--- src/rtl/sd_crc_unit.sv ---
// sd_crc_unit: frame-aware serial CRC generator/checker for the SD SPI path.
// One bit per strobe, MSB-first, non-reflected, no output XOR. A frame is
// DATA_BITS data bits, optionally followed by CRC_W received CRC bits that are
// fed through the same register and checked for a zero residue.
//
// Build option: define SD_CRC_CHECK_EN to include the CHECK phase. Without it
// the unit is generate-only: the frame ends after the data field and crc_ok
// is tied low.
module sd_crc_unit #(
   parameter int unsigned CRC_W = 16,
   parameter logic [CRC_W-1:0] POLY = CRC_W'(16'h1021),
   parameter logic [CRC_W-1:0] INIT = '0,
   parameter int unsigned DATA_BITS = 4096
) (
   input  logic             clk,
   input  logic             reset,
   input  logic             start,
   input  logic             bit_valid,
   input  logic             bit_in,
   output logic [CRC_W-1:0] crc_out,
   output logic             busy,
   output logic             done,
   output logic             crc_ok
);

   // The counter is shared by both phases, so it must hold either bound.
   localparam int unsigned DataCntW = $clog2(DATA_BITS + 1);
   localparam int unsigned ChkCntW  = $clog2(CRC_W + 1);
   localparam int unsigned CntW     = (DataCntW > ChkCntW) ? DataCntW : ChkCntW;
   localparam logic [CntW-1:0] LastData = CntW'(DATA_BITS - 1);
`ifdef SD_CRC_CHECK_EN
   localparam logic [CntW-1:0] LastChk  = CntW'(CRC_W - 1);
`endif

`ifdef SD_CRC_CHECK_EN
   typedef enum logic [1:0] {StIdle, StData, StCheck} state_e;
`else
   typedef enum logic [1:0] {StIdle, StData} state_e;
`endif

   state_e           state_q, state_d;
   logic [CRC_W-1:0] crc_q, crc_d;
   logic [CntW-1:0]  cnt_q, cnt_d;
   logic [CRC_W-1:0] crc_out_q, crc_out_d;
   logic             done_q, done_d;
`ifdef SD_CRC_CHECK_EN
   logic             crc_ok_q, crc_ok_d;
`endif

   logic             fb;
   logic [CRC_W-1:0] crc_next;

   // One LFSR step of the CRC register for the bit currently on bit_in.
   always_comb begin
      fb       = bit_in ^ crc_q[CRC_W-1];
      crc_next = {crc_q[CRC_W-2:0], 1'b0} ^ (fb ? POLY : '0);
   end

   // State register and datapath flops, asynchronously cleared by reset.
   always_ff @(posedge clk or posedge reset) begin
      if (reset) begin
         state_q   <= StIdle;
         crc_q     <= INIT;
         cnt_q     <= '0;
         crc_out_q <= '0;
         done_q    <= 1'b0;
`ifdef SD_CRC_CHECK_EN
         crc_ok_q  <= 1'b0;
`endif
      end else begin
         state_q   <= state_d;
         crc_q     <= crc_d;
         cnt_q     <= cnt_d;
         crc_out_q <= crc_out_d;
         done_q    <= done_d;
`ifdef SD_CRC_CHECK_EN
         crc_ok_q  <= crc_ok_d;
`endif
      end
   end

   // Next-state logic: start overrides everything, including a bit presented
   // in the same cycle; otherwise accepted bits advance the current phase.
   always_comb begin
      state_d   = state_q;
      crc_d     = crc_q;
      cnt_d     = cnt_q;
      crc_out_d = crc_out_q;
      done_d    = 1'b0;
`ifdef SD_CRC_CHECK_EN
      crc_ok_d  = crc_ok_q;
`endif

      if (start) begin
         state_d = StData;
         crc_d   = INIT;
         cnt_d   = '0;
`ifdef SD_CRC_CHECK_EN
         crc_ok_d = 1'b0;
`endif
      end else begin
         case (state_q)
            StIdle: begin
               // Stray bits between frames are ignored.
            end
            StData: begin
               if (bit_valid) begin
                  crc_d = crc_next;
                  if (cnt_q == LastData) begin
                     crc_out_d = crc_next;
                     cnt_d     = '0;
`ifdef SD_CRC_CHECK_EN
                     state_d   = StCheck;
`else
                     state_d   = StIdle;
                     done_d    = 1'b1;
`endif
                  end else begin
                     cnt_d = cnt_q + CntW'(1);
                  end
               end
            end
`ifdef SD_CRC_CHECK_EN
            StCheck: begin
               // Received CRC bits run through the register; a correct
               // trailer leaves an all-zero residue.
               if (bit_valid) begin
                  crc_d = crc_next;
                  if (cnt_q == LastChk) begin
                     cnt_d    = '0;
                     state_d  = StIdle;
                     done_d   = 1'b1;
                     crc_ok_d = (crc_next == '0);
                  end else begin
                     cnt_d = cnt_q + CntW'(1);
                  end
               end
            end
`endif
            default: begin
               state_d = StIdle;
            end
         endcase
      end
   end

   // Outputs are taken straight from state so they are glitch-free.
   always_comb begin
      busy    = (state_q != StIdle);
      done    = done_q;
      crc_out = crc_out_q;
`ifdef SD_CRC_CHECK_EN
      crc_ok  = crc_ok_q;
`else
      crc_ok  = 1'b0;
`endif
   end

   // busy drops on the same edge that raises done.
   a_done_not_busy : assert property (@(posedge clk) disable iff (reset) done |-> !busy);
   // A start always leaves the unit in a frame on the next cycle.
   a_start_busy : assert property (@(posedge clk) disable iff (reset) start |=> busy);

endmodule

--- config.mk ---
export PLATFORM = sky130hd
export DESIGN_NAME = sd_crc_unit
export DESIGN_NICKNAME = d
export VERILOG_FILES = /design/src/rtl/sd_crc_unit.sv
export SDC_FILE = /design/constraint.sdc
export NUM_CORES = 1
export LEC_CHECK = 0
export CORE_MARGIN = 4
export CORE_UTILIZATION = 26
export DETAILED_ROUTE_END_ITERATION = 8
export PLACE_DENSITY = 0.54
export SLEW_MARGIN = 20
export SYNTH_ARGS = -nofsm -noshare
export SYNTH_HDL_FRONTEND = slang
export SYNTH_SLANG_ARGS = --single-unit
--- constraint.sdc ---
create_clock -name clk -period 2.45 [get_ports clk]
set_input_delay 0.49 -clock clk [delete_from_list [all_inputs] [get_ports clk]]
set_output_delay 0.49 -clock clk [all_outputs]
set_load 0.05 [all_outputs]
==> flow_summary.yaml, run 1 <==
status:
  status: "complete, no violations"
timing:
  maxSlewViolCount: 0
  hold_viol: 0
  finalSetupViolations: 0
  rsz0062_at_grt: "false"
  timing.slew.headroom: 0.6006
  final.setup.tns_ps: 0
  finClkSkew_ps: 8.617
  tightest_slew_ps: 599.1
  min_period_ps: 2098
  fmax_ghz: 0.4767
  finalCritPeriodShare: 0.8562
  fin_ws_ps: 352.3
  whs_ps: 513.9
power:
  total_leakage_power_nw: 1.061
  irDropWorstVdd_v: 0.0002240
  pwr_density_cell_nw_per_um2: 577.5
die:
  die_area_um2: 9457
  die_y_um: 97.25
  start_util: 0.2680
  row_count: 32
  io_pins: 24
  core_area_um2: 7727
  die_w_um: 97.25
placed_design:
  port-buffer-count: 22
  dp.cells: 312
  place_hpwl_mm: 2.763
  pre_cts_ws_ps: 17.71
  gp_congestion: 0.7555
run:
  drv_cap: 0
synthesis:
  synth.largest_area_cell: "dfrtp_1"
  syn_inst: 189
  ys.flop_type: "dfrtp_1"
  synth_cell_types: 37
  netlist.area_leader.share: 0.5680
  synthArstFlopShare: 1.000
  syn-num-nets: 195
  synth_area_leaders: "dfrtp_1, nand2_1, mux2_4"
  syn_avg_cell_area_um2: 10.96
  yosysMostFrequentCell: "dfrtp_1"
  synthesis.area_um2: 2071
  synth_common_cells: "dfrtp_1, nand2_1, a21oi_1"
  synth-edff-count: 0
  ys_seq_elements: 47
  synth_warnings: 0
  seq_area_frac_synth: 0.5680
clocking:
  postCtsSetupBuffers: 0
  path_clk_slew_ps: 90
  cts_buffers: 5
  htreeDepth: 2
  clock_latency_ps: 300
  cts_hold_buf: 0
  cts_tree: "done"
  ctsResizeCount: 0
  clockBufferDepth: 2
  clock-root-buffer: "clkbuf_8"
  clock_sinks: 47
grt:
  grt_usage: 0.09319
  grt_max_degree: 48
  grt_pass1_wl_mm: 7.148
  grt_pass1_vias: 1433
  grt_antenna_before_repair: 0
  grt-ovfl-total: 0
detailed_routing:
  drt_iter0_markers: 86
  wl_per_cell_um: 12.79
  drtPass1Iterations: 3
  drc: 0
  vias: 1408
  drtAntennaViolNets: 0
  viasPerCell: 4.400
  routed_wl_mm: 4.092
critical_path:
  cpMaxStageDelayCell: "clkdlybuf4s50_1"
  critPathCaptureType: "flop"
  timing.critical_path.cells: "clkdlybuf4s50_1, nand2_1, or3_1, nor3_4, buf_12, mux2_2"
  worst_ep_required_time_ps: 2640
  startpoint_type: "primary input"
  cp_max_fo: 17
  worstSetupPathType: "primary input to flop"
  path_delay_family: "simple AND/OR/NAND/NOR gates"
  slowest_delay_ps: 480
  cp.buffers_inverters: 2
  arrival_ps: 2290
cells_and_area:
  diodes: 0
  fill_cells: 796
  syn2layout_area_growth_pct: 23.38
  final_nets: 223
  drive_gt1_frac: 0.1697
  final_cells: 320
hold_path:
  hold_path_class: "flop to flop"
-- state kept, by name, indices dropped and copies added, names as in the netlist --
| register | count |
|---|---|
| state_q | 1 |
| crc_q | 16 |
| cnt_q | 13 |
| done | 1 |
| crc_out | 16 |
-- worst reg2reg max path, delay by kind of cell, from the launching register on --
kind          cells  cell delay [ps]
buf+inv           1              190
simple gates      3              640
mux               1              340
fa+ha+maj         1              260
flops             1              430
-- worst paths after layout --
check	startpoint	end	slack (ps)	depth (start not counted)
worst max-delay path	bit_valid	crc_out[13]$_DFFE_PP0P_	350	6
max in group asynchronous	reset	crc_out[14]$_DFFE_PP0P_	1390	3
min in group asynchronous	reset	crc_q[2]$_DFFE_PP0P_	660	3
worst min register to register	crc_out[9]$_DFFE_PP0P_	crc_out[9]$_DFFE_PP0P_	510	1
worst max register to register	cnt_q[0]$_DFFE_PP0P_	crc_out[13]$_DFFE_PP0P_	470	6
worst min-delay path	crc_out[9]$_DFFE_PP0P_	crc_out[9]$_DFFE_PP0P_	510	1
-- cell families (layout without fill, tap and decap cells) --
family | count (synthesis) | count (layout) | share of synthesized area
muxes | 16 | 16 | 0.1009
DFF | 47 | 47 | 0.5680
adders and majority gates | 1 | 1 | 0.006041
and+or+nand+nor | 75 | 75 | 0.1716
other | 1 | 1 | 0.001811
AOI/OAI and AO/OA | 26 | 26 | 0.07010
buffers and inverters | 12 | 41 | 0.03505
xor gates and xnor gates | 11 | 11 | 0.04652
-- per-stage QoR --
| step | area, µm² | power (W) | utilization |
|---|---|---|---|
| 2_1_floorplan | 2071 | 0.0008535 | - |
| 3_3_place_gp | 2434 | 0.0008831 | 0.3149 |
| 3_5_place_dp | 2434 | 0.0008841 | 0.3149 |
| 4_1_cts | 2555 | 0.001499 | 0.3306 |
| 5_1_grt | 2555 | 0.001540 | 0.3306 |
| 6_report | 2555 | 0.001476 | 0.3306 |
-- metal layers --
layer / track usage / routed length (µm) / up-vias
li1: - / - / 693
met1: 0.1221 / 1968 / 689
met2: 0.1444 / 1868 / 20
met3: 0.03374 / 203 / 6
met4: 0.02875 / 51 / 0
met5: 0 / 0 / -
-- where the power goes --
group          leakage, nW  total [W]  switching [W]  internal, W
registers            0.642   0.000791     0.00000813     0.000783
clock network       0.0618   0.000609       0.000273     0.000336
logic                0.357  0.0000751      0.0000509    0.0000242
-- cell usage in the layout, fill, tap and decap left out, drive strengths merged, types with 2 or more instances in the layout --
cell type | synthesis | final
dfrtp | 47 | 47
nand2 | 40 | 40
clkdlybuf4s50 | 0 | 22
a21oi | 19 | 19
mux2 | 15 | 15
nor2 | 11 | 11
xnor2 | 10 | 10
buf | 4 | 9
clkbuf | 6 | 6
nor3 | 5 | 5
nand4 | 3 | 3
nor4 | 3 | 3
nand3 | 3 | 3
inv | 2 | 3
or3 | 2 | 2
nor3b | 2 | 2
o21ai | 2 | 2
or4 | 2 | 2
-- layout make-up --
| cell class | instances | area (µm²) | area share |
|---|---|---|---|
| Tap cell | 102 | 127.6 | 0.04995 |
| Multi-Input combinational cell | 130 | 822.0 | 0.3217 |
| Timing Repair Buffer | 31 | 300.3 | 0.1175 |
| Sequential cell | 47 | 1176 | 0.4603 |
| Clock inverter | 2 | 38.79 | 0.01518 |
| Clock buffer | 6 | 82.58 | 0.03232 |
| Inverter | 2 | 7.507 | 0.002938 |
Power figures use the tool's default switching activity.
==> run 2: changes to the inputs <==
ABC_AREA = 1   (was default)
==> run 2 against run 1 <==
Effect of this change:
- setup slack better by 100 ps
- via count rose by 5.7%
- register-to-register slack better by 250 ps
- largest power group unchanged
- critical path depth fell by 5
- routed wire length shrank 5.1%
- clock power about the same
- utilization shrank 0.20 points
- die area rose by 2.4%
- total power barely moved
- first-iteration DRC count shrank 52%
- design area up 0.93%
==> flow_summary.yaml, run 2 <==
cells_and_area:
  final_nets: 263
  final_util: 0.3286
  diodes: 0
  syn2layout_area_growth_pct: 21.31
  drive_gt1_frac: 0.1512
  layout_common_cells: "dfrtp_1, nand2_1, inv_1, clkdlybuf4s50_1, nor2_1"
  final_common_cell: "dfrtp_1"
grt:
  grt_use_met1: 0.1132
  grt_max_degree: 29
  grtUsageMet2: 0.1347
  grt_most_used_layer: "met2"
  met3_usage: 0.02477
  grt-ovfl-total: 0
  grt_antenna_before_repair: 0
  grt_pass1_vias: 1475
  grt_pass1_wl_mm: 6.803
  grt_usage: 0.08637
synthesis:
  ys_seq_elements: 47
  synthesis.area_um2: 2126
  syn-num-nets: 238
  ys.flop_type: "dfrtp_1"
  synth_area_leaders: "dfrtp_1, nand2_1, inv_1"
  synth_cell_types: 23
  syn_inst: 232
  synth-edff-count: 0
  seq_area_frac_synth: 0.5533
  synth_common_cells: "dfrtp_1, nand2_1, inv_1"
  synthArstFlopShare: 1.000
  yosysMostFrequentCell: "dfrtp_1"
  synth_warnings: 0
  netlist.area_leader.share: 0.5533
  synth.largest_area_cell: "dfrtp_1"
  syn_avg_cell_area_um2: 9.163
critical_path:
  worstSetupPathType: "flop to output port"
  slowest_delay_ps: 820
  timing.critical_path.cells: "clkdlybuf4s50_1"
  worst_ep_required_time_ps: 1960
  cp.buffers_inverters: 1
  cpMaxStageDelayCell: "clkdlybuf4s50_1"
  cp_max_fo: 3
  path_delay_family: "buffers and inverters"
  critPathCaptureType: "output port"
  r2r_start: "cnt_q[1]$_DFFE_PP0P_"
  startpoint_type: "flop"
  arrival_ps: 1500
  crit_start: "state_q[0]$_DFFE_PP0P_"
run:
  drv_cap: 0
die:
  die_area_um2: 9687
  row_count: 32
  die_w_um: 98.42
  die_y_um: 98.42
  start_util: 0.2709
  core_area_um2: 7848
  io_pins: 24
power:
  pwr_density_cell_nw_per_um2: 572.5
  total_leakage_power_nw: 1.168
  irDropWorstVdd_v: 0.0001916
  p_total_w: 0.001476
detailed_routing:
  viasPerCell: 4.133
  drtAntennaViolNets: 0
  drt_iter0_markers: 41
  routed_wl_mm: 3.882
  wl_per_cell_um: 10.78
  drtPass1Iterations: 4
  vias: 1488
  drc: 0
placed_design:
  place_hpwl_mm: 2.758
  port-buffer-count: 22
  pre_cts_ws_ps: 378.4
  gp_congestion: 0.7870
clocking:
  htreeDepth: 2
  cts_buffers: 5
  postCtsSetupBuffers: 0
  path_clk_slew_ps: 90
  clock_latency_ps: 300
  ctsResizeCount: 0
  cts_tree: "done"
  cts_hold_buf: 0
  clockBufferDepth: 2
  clock-root-buffer: "clkbuf_8"
  clock_sinks: 47
timing:
  finalSetupViolations: 0
  timing.slew.headroom: 0.6588
  fmax_ghz: 0.5013
  min_period_ps: 1995
  finalCritPeriodShare: 0.8142
  rsz0062_at_grt: "false"
  maxSlewViolCount: 0
  finClkSkew_ps: 10.80
  fin_ws_ps: 455.3
  hold_viol: 0
  tightest_slew_ps: 510.2
  final.setup.tns_ps: 0
hold_path:
  hold_path_class: "flop to flop"
  worstHoldStart: "crc_out[10]$_DFFE_PP0P_"
status:
  status: "complete, no violations"
[run 2: power breakdown]
group	internal [W]	switching [W]
sequential	0.000783	0.00000496
clock	0.000336	0.000270
combinational	0.0000224	0.0000596
total	0.00114	0.000334
[run 2: final cells by class]
type | count | area, µm²
clock inverters | 2 | 38.79
flip-flops and latches | 47 | 1176
fillers | 850 | 5269
repair buffers | 24 | 247.7
clock buffers | 6 | 82.58
inverters | 41 | 153.9
well taps | 102 | 127.6
multi-input cells | 138 | 752.0
[run 2: final timing paths]
kind                                            to  slack [ps]  cells past startpoint
max in group asynchronous     cnt_q[9]$_DFFE_PP0P_        1410                      3
hold reg to reg            crc_out[10]$_DFFE_PP0P_         490                      2
setup reg to reg           crc_out[14]$_DFFE_PP0P_         720                      8
hold / removal             crc_out[10]$_DFFE_PP0P_         490                      2
min in group asynchronous   crc_out[6]$_DFFE_PP0P_         520                      2
setup / recovery                              busy         460                      1
[run 2: routing by layer]
| metal | vias to the layer above | wire length, µm |
|---|---|---|
| met5 | - | 0 |
| met4 | 0 | 46 |
| met3 | 5 | 149 |
| met2 | 21 | 1716 |
| met1 | 689 | 1969 |
| li1 | 773 | - |
[run 2: cell families after synthesis]
kind of cell | count (synthesis) | synth area share
compound gates | 31 | 0.1048
xor+xnor | 9 | 0.03708
fa+ha+maj | 1 | 0.005885
buf+inv | 47 | 0.09299
flops | 47 | 0.5533
other cells | 1 | 0.001764
simple gates | 96 | 0.2042
[run 2: worst min-delay path: cells and delay by family (launching register included)]
kind | cells | cell delay [ps]
compound gates | 1 | 40
simple gates | 1 | 60
flops | 1 | 370
[run 2: stage by stage]
stage	hold WS, ps	cells	area [µm²]
after floorplan	492.7	232	2126
after global placement	464.2	352	2457
after detailed placement	469.1	352	2457
after CTS	493.9	360	2579
after global routing	522.5	360	2579
final	491.8	360	2579
==> run 3: changes to the inputs <==
clock period = 2.09 ns   (was 2.45 ns; I/O delays follow)
==> run 3 against run 2 <==
Effect of this change:
- die area unchanged
- sequential cell count stayed put
- worst hold slack worse by 39 ps
- sequential share of layout area fell by 0.26 points
- clock power rose by 18%
- critical endpoint is now crc_out[4]
- largest cell class unchanged
- highest routed layer unchanged
==> flow_summary.yaml, run 3 (synthesis results as in run 2) <==
clocking:
  cts_buffers: 5
  clock-root-buffer: "clkbuf_8"
  clock_sinks: 47
  cts_hold_buf: 0
  path_clk_slew_ps: 90
  clockBufferDepth: 2
  htreeDepth: 2
  cts_tree: "done"
  clock_latency_ps: 300
  postCtsSetupBuffers: 0
  ctsResizeCount: 0
die:
  row_count: 32
  die_w_um: 98.42
  core_area_um2: 7848
  io_pins: 24
  die_y_um: 98.42
  start_util: 0.2709
  die_area_um2: 9687
critical_path:
  timing.rr.end: "crc_out[13]$_DFFE_PP0P_"
  cp_max_fo: 2
  arrival_ps: 1510
  critPathCaptureType: "output port"
  cp.buffers_inverters: 1
  ff2ff_path_depth: 8
  crit_start: "crc_out[4]$_DFFE_PP0P_"
  path_delay_family: "buffers and inverters"
  worstSetupPathType: "flop to output port"
  slowest_delay_ps: 810
  startpoint_type: "flop"
  r2r_start: "cnt_q[1]$_DFFE_PP0P_"
  r2r_slack_ps: 380
  worst_ep_required_time_ps: 1670
  timing.critical_path.cells: "clkdlybuf4s50_1"
  cpMaxStageDelayCell: "clkdlybuf4s50_1"
cells_and_area:
  diodes: 0
  final_cell_area_um2: 2594
  final_nets: 265
  drive_gt1_frac: 0.1577
  final_cells: 362
  final_common_cell: "dfrtp_1"
  syn2layout_area_growth_pct: 22.01
  layout_common_cells: "dfrtp_1, nand2_1, inv_1, clkdlybuf4s50_1, nor2_1"
grt:
  grt_antenna_before_repair: 0
  grt-ovfl-total: 0
  grt_usage: 0.09081
  grt_max_degree: 48
  grt_pass1_vias: 1467
  grt_pass1_wl_mm: 7.107
detailed_routing:
  drtPass1Iterations: 4
  drt_iter0_markers: 44
  wl_per_cell_um: 10.94
  viasPerCell: 4.155
  routed_wl_mm: 3.959
  drc: 0
  drtAntennaViolNets: 0
  vias: 1504
placed_design:
  pre_cts_ws_ps: 223.3
  place_hpwl_mm: 2.765
  dp.cells: 354
  port-buffer-count: 22
  gp_congestion: 0.8345
  placed_area_um2: 2472
power:
  irDropWorstVdd_v: 0.0002403
  pwr_density_cell_nw_per_um2: 670.4
  total_leakage_power_nw: 1.177
  p_total_w: 0.001739
timing:
  finClkSkew_ps: 5.578
  min_period_ps: 1928
  finalCritPeriodShare: 0.9226
  maxSlewViolCount: 0
  timing.slew.headroom: 0.6675
  finalSetupViolations: 0
  fmax_ghz: 0.5186
  fin_ws_ps: 161.8
  tightest_slew_ps: 497.2
  hold_viol: 0
  final.setup.tns_ps: 0
  rsz0062_at_grt: "false"
run:
  drv_cap: 0
hold_path:
  hold_path_class: "primary input to asynchronous set/reset pin"
status:
  status: "complete, no violations"
## run 3: cell count changes in the layout (fill, tap and decap cells not counted), sizes merged
cell  before  now
buf        2    4
## run 3: layout make-up
type                       count  area [µm²]
fill                         846        5254
clock buffer                   6       82.58
tap                          102       127.6
sequential                    47        1176
multi-input combinational    138       752.0
inverter                      41       153.9
clock inverter                 2       38.79
timing repair buffer          26       262.8
## run 3: routing by layer
layer / track usage / share of wire / vias up / wire length [µm]
li1: - / - / 775 / -
met1: 0.1185 / 0.49 / 692 / 1933
met3: 0.02689 / 0.050 / 7 / 197
met5: 0 / 0 / - / 0
met2: 0.1378 / 0.44 / 30 / 1746
met4: 0.04412 / 0.021 / 0 / 82
## run 3: report_power, final
| part | internal, W | switching (W) |
|---|---|---|
| sequential | 0.000918 | 0.00000538 |
| clock | 0.000394 | 0.000323 |
| combinational | 0.0000289 | 0.0000696 |
| total | 0.00134 | 0.000398 |
## run 3: metrics by stage
stage | hold WS [ps] | utilization
after detailed placement | 470.7 | 0.3151
after CTS | 455.9 | 0.3305
final | 452.4 | 0.3305
after global placement | 466.4 | 0.3151
after global routing | 465.0 | 0.3305
after floorplan | 484.4 | -
## run 3: worst max path at each step
stage / endpoint / cells past startpoint
final: crc_out[4] / 1
after global routing: busy / 1
after CTS: crc_out[4] / 1
after detailed placement: cnt_q[8]$_DFFE_PP0P_ / 7
after global placement: crc_out[11]$_DFFE_PP0P_ / 6
after floorplan: crc_q[10]$_DFFE_PP0P_ / 5
